File: src/rtl/sar_divider_arbiter.sv
// Round-robin front end for a single shared SAR divider.
// Accepts one job at a time, sequences the divider's reset/start and completion,
// short-circuits divide-by-zero and bounds every divider run with a watchdog.
//
// Handshakes (both sides): a transfer happens on a rising edge where valid and
// ready are both high. valid, once raised, is held until that edge; the payload
// is stable while valid is high. req_ready is combinational from req_valid
// and is asserted only in IDLE. rsp_ready may be high before rsp_valid.
module sar_divider_arbiter #(
  parameter int BITS       = 40,
  parameter int N_REQ      = 4,
  parameter int ID_W       = 2,
  parameter int RST_CYCLES = 2,
  parameter int TIMEOUT    = 64
) (
  input  logic                  clk,
  input  logic                  reset,
  input  logic [N_REQ-1:0]      req_valid,
  input  logic [N_REQ*BITS-1:0] req_dividend,
  input  logic [N_REQ*BITS-1:0] req_divisor,
  output logic [N_REQ-1:0]      req_ready,
  output logic                  rsp_valid,
  input  logic                  rsp_ready,
  output logic [ID_W-1:0]       rsp_id,
  output logic [BITS-1:0]       rsp_result,
  output logic [1:0]            rsp_status,
  output logic                  busy,
  output logic [BITS-1:0]       div_dividendo,
  output logic [BITS-1:0]       div_divisor,
  output logic                  div_reset,
  input  logic [BITS-1:0]       div_result,
  input  logic                  div_ready,
  output logic [1:0]            state_dbg
);

  localparam int RC_W = $clog2(RST_CYCLES + 1);
  localparam int WD_W = $clog2(TIMEOUT + 1);

  localparam logic [1:0] ST_OK      = 2'b00;
  localparam logic [1:0] ST_DIVZERO = 2'b01;
  localparam logic [1:0] ST_TIMEOUT = 2'b10;

  typedef enum logic [1:0] {
    IDLE = 2'd0,
    LOAD = 2'd1,
    RUN  = 2'd2,
    RESP = 2'd3
  } state_t;

  state_t            state, state_d;
  logic [ID_W-1:0]   rr_ptr, rr_ptr_d;
  logic [BITS-1:0]   dividend_q, dividend_d;
  logic [BITS-1:0]   divisor_q, divisor_d;
  logic [ID_W-1:0]   id_q, id_d;
  logic [BITS-1:0]   result_q, result_d;
  logic [1:0]        status_q, status_d;
  logic [RC_W-1:0]   rst_cnt, rst_cnt_d;
  logic [WD_W-1:0]   wd_cnt, wd_cnt_d;

  logic              found;
  logic [ID_W-1:0]   gidx;
  logic [N_REQ-1:0]  grant_oh;
  logic [BITS-1:0]   sel_dividend;
  logic [BITS-1:0]   sel_divisor;

  // Rotating-priority search: first valid requester at or after rr_ptr, wrapping.
  always_comb begin
    found = 1'b0;
    gidx  = '0;
    for (int k = 0; k < N_REQ; k++) begin
      if (!found && req_valid[(int'(rr_ptr) + k) % N_REQ]) begin
        found = 1'b1;
        gidx  = ID_W'((int'(rr_ptr) + k) % N_REQ);
      end
    end
    grant_oh     = found ? (N_REQ'(1) << gidx) : '0;
    sel_dividend = req_dividend[int'(gidx)*BITS +: BITS];
    sel_divisor  = req_divisor[int'(gidx)*BITS +: BITS];
  end

  // Next-state and datapath update; every register holds unless a state acts on it.
  always_comb begin
    state_d    = state;
    rr_ptr_d   = rr_ptr;
    dividend_d = dividend_q;
    divisor_d  = divisor_q;
    id_d       = id_q;
    result_d   = result_q;
    status_d   = status_q;
    rst_cnt_d  = rst_cnt;
    wd_cnt_d   = wd_cnt;
    case (state)
      IDLE: begin
        if (found) begin
          rr_ptr_d   = (int'(gidx) == N_REQ - 1) ? '0 : gidx + ID_W'(1);
          dividend_d = sel_dividend;
          divisor_d  = sel_divisor;
          id_d       = gidx;
          if (sel_divisor == '0) begin
            // The divider is never started for a zero divisor.
            result_d = '1;
            status_d = ST_DIVZERO;
            state_d  = RESP;
          end else begin
            rst_cnt_d = '0;
            state_d   = LOAD;
          end
        end
      end
      LOAD: begin
        if (rst_cnt == RC_W'(RST_CYCLES - 1)) begin
          wd_cnt_d = '0;
          state_d  = RUN;
        end else begin
          rst_cnt_d = rst_cnt + RC_W'(1);
        end
      end
      RUN: begin
        if (div_ready) begin
          result_d = div_result;
          status_d = ST_OK;
          state_d  = RESP;
        end else if (wd_cnt == WD_W'(TIMEOUT - 1)) begin
          result_d = '0;
          status_d = ST_TIMEOUT;
          state_d  = RESP;
        end else begin
          wd_cnt_d = wd_cnt + WD_W'(1);
        end
      end
      RESP: begin
        if (rsp_ready) state_d = IDLE;
      end
      default: state_d = IDLE;
    endcase
  end

  // State and datapath registers; reset discards any in-flight job.
  always_ff @(posedge clk or negedge reset) begin
    if (!reset) begin
      state      <= IDLE;
      rr_ptr     <= '0;
      dividend_q <= '0;
      divisor_q  <= '0;
      id_q       <= '0;
      result_q   <= '0;
      status_q   <= ST_OK;
      rst_cnt    <= '0;
      wd_cnt     <= '0;
    end else begin
      state      <= state_d;
      rr_ptr     <= rr_ptr_d;
      dividend_q <= dividend_d;
      divisor_q  <= divisor_d;
      id_q       <= id_d;
      result_q   <= result_d;
      status_q   <= status_d;
      rst_cnt    <= rst_cnt_d;
      wd_cnt     <= wd_cnt_d;
    end
  end

  // The divider is held in reset everywhere except RUN, so it idles cleared.
  assign req_ready     = (state == IDLE && reset) ? grant_oh : '0;
  assign rsp_valid     = (state == RESP);
  assign rsp_id        = id_q;
  assign rsp_result    = result_q;
  assign rsp_status    = status_q;
  assign busy          = (state != IDLE);
  assign div_dividendo = dividend_q;
  assign div_divisor   = divisor_q;
  assign div_reset     = (state != RUN);
  assign state_dbg     = state;

endmodule

File: config.mk
export PLATFORM = sky130hd
export DESIGN_NAME = sar_divider_arbiter
export DESIGN_NICKNAME = d
export VERILOG_FILES = /design/src/rtl/sar_divider_arbiter.sv
export SDC_FILE = /design/constraint.sdc
export NUM_CORES = 1
export LEC_CHECK = 0
export BUFFER_PORTS_ARGS = -buffer_cell sky130_fd_sc_hd__buf_4
export CAP_MARGIN = 20
export CORE_AREA = 2 2 193 195
export CTS_CLUSTER_SIZE = 24
export DETAILED_ROUTE_END_ITERATION = 10
export DIE_AREA = 0 0 195 197
export GPL_TIMING_DRIVEN = 0
export PLACE_DENSITY = 0.59
export REMOVE_ABC_BUFFERS = 1
export SLEW_MARGIN = 15
export SYNTH_ARGS = -nofsm -noshare
export SYNTH_HDL_FRONTEND = slang
export SYNTH_SLANG_ARGS = --single-unit
File: constraint.sdc
create_clock -name clk -period 7.5 [get_ports clk]
set_input_delay 2.25 -clock clk [delete_from_list [all_inputs] [get_ports clk]]
set_output_delay 2.25 -clock clk [all_outputs]
set_load 0.1 [all_outputs]
==> results.py <==
metrics = {
    "placement": {
        "place_area_mm2": 0.0129,
        "place_hpwl_um": 27800,
        "portBuffers": 500,
        "dp_cells": 2067,
        "gp_congestion": 0.814,
    },
    "hold_path": {
        "hp-class": "flop to flop",
    },
    "yosys": {
        "synth_edf_count": 0,
        "netlist_top_cells_area": "dfrtp_1 (40%), nand2_1 (18%), nand3_1 (12%)",
        "yosysMostFrequentCell": "nand2_1",
        "async_flop_share": 1.00,
        "ys_ff_latch": 137,
        "synthTopCellsByCount": "nand2_1 (403), nand3_1 (197), dfrtp_1 (137)",
        "synth_flop_cell": "dfrtp_1",
        "synth_top_area_share": 0.404,
        "yosys_warnings": 0,
        "yosysUniqueCellTypes": 47,
        "synth.avg_cell_area_um2": 7.20,
        "yosysTopAreaCell": "dfrtp_1",
        "ys_seq_area_frac": 0.404,
        "synth_cells": 1177,
        "netlist_area_mm2": 0.00848,
    },
    "power_and_ir_drop": {
        "powerDensity_mw_per_mm2": 555,
        "p_leak_nw": 6.85,
        "power.total_w": 0.00750,
        "combinationalPowerShare": 0.708,
        "peakVddDrop_uv": 199,
        "swShare": 0.613,
        "clkPwrFrac": 0.118,
        "power.switching_w": 0.00460,
        "pwr-share-seq": 0.174,
        "p_int_w": 0.00290,
    },
    "global_routing": {
        "grt_pass1_wl_um": 55800,
        "globalRouteTotalUtil": 0.186,
        "grt_max_degree": 88,
        "grt.overflow.total": 0,
        "antenna_found_initial": 2,
        "grt_pass1_vias": 9803,
    },
    "timing": {
        "slew_headroom": 0.340,
        "grt_setup_unrepaired": "no",
        "clock_skew_ns": 0.0102,
        "fin_setup_tns_ns": 0,
        "max_clock_freq_ghz": 0.140,
        "tightest_slew_ns": 0.981,
        "drv_slew": 0,
        "hold_violations": 0,
        "period_share": 0.953,
        "fin_crit_ns": 7.15,
        "setup_viol": 0,
    },
    "worst_setup_path": {
        "crit_chain": "buf_4, and3b_1, a211o_1, buf_8, nor2_4, buf_12, inv_6, ha_1, and3_1, buf_4",
        "crit_top_cell": "buf_4",
        "path_buf_inv": 5,
        "cp.arrival_ns": 4.90,
        "worstPathRequired_ns": 5.25,
        "endpoint_kind": "primary output",
        "max_stage_delay_ns": 0.49,
        "worst-setup-path-type": "input pin to primary output",
        "critPathTopFamily": "buffers and inverters",
        "critPathMaxFanout": 37,
        "crit_path_top_delay_cell": "a211o_1",
        "cp-start-kind": "input pin",
    },
    "clock_network": {
        "cts_hold_buf": 0,
        "clk_pin_slew_ns": 0.06,
        "cts_tree": "built",
        "insertion_delay_ns": 0.44,
        "cts-buffers-inserted": 17,
        "htreeDepth": 4,
        "ctsResizeCount": 0,
        "clock-sinks": 137,
        "root_buffer": "clkbuf_16",
        "post-cts-setup-buffer-count": 0,
        "clock_path_buffers": 2,
    },
    "floorplan": {
        "initial_utilization": 0.234,
        "die_height_um": 197,
        "fp.dieW_um": 195,
        "placementRows": 70,
        "die_area_mm2": 0.0384,
        "coreArea_mm2": 0.0363,
        "io_pins": 501,
    },
    "drt": {
        "drtIter0Drc": 490,
        "drt_pass1_iterations": 5,
        "drc": 0,
        "via_per_inst": 4.82,
        "vias": 10100,
        "final_antenna_net_count": 0,
        "wl_per_cell_um": 17.3,
        "wirelength_um": 36400,
    },
    "cells_and_area": {
        "design_area_mm2": 0.0135,
        "drive_gt1_frac": 0.359,
        "multi_input_area_mm2": 0.00465,
        "final.fill_count": 3882,
        "seqCellArea_mm2": 0.00343,
        "fin_util": 0.373,
        "area_growth_pct": 59.4,
        "final_cells": 2101,
        "nets": 1998,
    },
    "job": {
        "cap_violations": 0,
    },
    "outcome": {
        "status": "completed",
    },
}
-- per-stage QoR --
step	hold slack [ns]	setup WS, ns
6_report	0.477	0.351
5_1_grt	0.493	0.202
4_1_cts	0.480	0.301
3_5_place_dp	0.463	-0.178
3_3_place_gp	0.460	-3.64
2_1_floorplan	0.465	-0.909
-- power by group through the flow --
stage | Clock [W] | Combinational [W] | Sequential, W
final | 0.000881 | 0.00531 | 0.00131
after global routing | 0.000939 | 0.00562 | 0.00135
after CTS | 0.000912 | 0.00532 | 0.00131
after detailed placement | 0 | 0.00532 | 0.00132
after global placement | 0 | 0.00520 | 0.00130
after floorplan | 0 | 0.00145 | 0.00370
-- worst register-to-register path: stages (launching register included) --
cell and delay, ns:
dfrtp_1 0.43, and3b_1 0.23, a211o_1 0.49, buf_8 0.26
nor2_4 0.51, buf_12 0.27, inv_6 0.15, buf_16 0.24
a211oi_1 0.61, a31o_2 0.20, nand4b_1 0.19, nor4_4 0.60
nand4_2 0.55, buf_16 0.37, a32o_1 0.27
-- cell usage in the layout (no fill, tap or decap), types with 2 or more instances in the layout --
| cell type | n |
|---|---|
| a22oi_1 | 50 |
| clkbuf_16 | 17 |
| buf_12 | 4 |
| ha_1 | 11 |
| a31oi_1 | 5 |
| nand3_1 | 197 |
| nor2_1 | 51 |
| o21ai_0 | 101 |
| a221o_1 | 2 |
| nor2b_1 | 4 |
| buf_8 | 4 |
| nand2b_1 | 4 |
| a31o_2 | 13 |
| and3_1 | 21 |
| a211oi_1 | 14 |
| a21oi_1 | 8 |
| clkinvlp_4 | 2 |
| clkinv_4 | 3 |
| clkinv_2 | 2 |
| inv_6 | 4 |
| clkbuf_8 | 3 |
| nand4_1 | 5 |
| a21oi_4 | 2 |
| mux2_2 | 5 |
| dfrtp_1 | 137 |
| inv_1 | 11 |
| bufinv_16 | 2 |
| nand2_1 | 403 |
| a21o_1 | 3 |
| nor3_1 | 3 |
| buf_4 | 500 |
| a22o_1 | 4 |
| buf_16 | 9 |
| buf_6 | 4 |
| nor2_4 | 2 |
-- layout make-up --
cell class              count  share of cell area
diodes                      1            0.000185
clock buffers              20              0.0345
clock inverters            12              0.0102
inverters                  13             0.00417
multi-input cells         929               0.344
flip-flops and latches    137               0.254
well taps                 468              0.0433
repair buffers            521               0.310
-- flip-flops by register name (all words and copies together), names as in the netlist --
signal / cells
div_dividendo: 40
div_divisor: 40
rr_ptr: 2
rsp_id: 2
rsp_result: 40
rsp_status: 2
rst_cnt: 2
state_dbg: 2
wd_cnt: 7
-- metal layers --
metal | GRT usage | part of all wire
met1 | 0.233 | 0.42
met3 | 0.0479 | 0.072
met4 | 0.0639 | 0.023
met5 | 0 | 0
met2 | 0.313 | 0.48
-- logic make-up (layout without fill, tap and decap cells) --
family                   Yosys count  after routing  synth area share
AND/OR/NAND/NOR                  700            700             0.357
AO/OA/AOI/OAI                    212            212             0.161
flip-flops                       137            137             0.404
buffers and inverters            111            566            0.0531
adder cells (fa/ha/maj)           11             11            0.0162
multiplexers                       6              6           0.00782
other                              0              1                 0
-- final timing paths --
check / start / end / slack (ns) / cells after the start
setup / recovery: req_valid[1] / req_ready[1] / 0.35 / 10
max in group asynchronous: reset / div_dividendo[25] / 4.92 / 2
min in group asynchronous: reset / state_dbg[0] / 1.76 / 1
hold reg to reg: div_divisor[6] / div_divisor[6] / 0.48 / 2
setup reg to reg: rr_ptr[0] / rsp_status[1] / 2.01 / 14
hold / removal: div_divisor[6] / div_divisor[6] / 0.48 / 2
No activity file was read; power rests on OpenSTA's default activity.
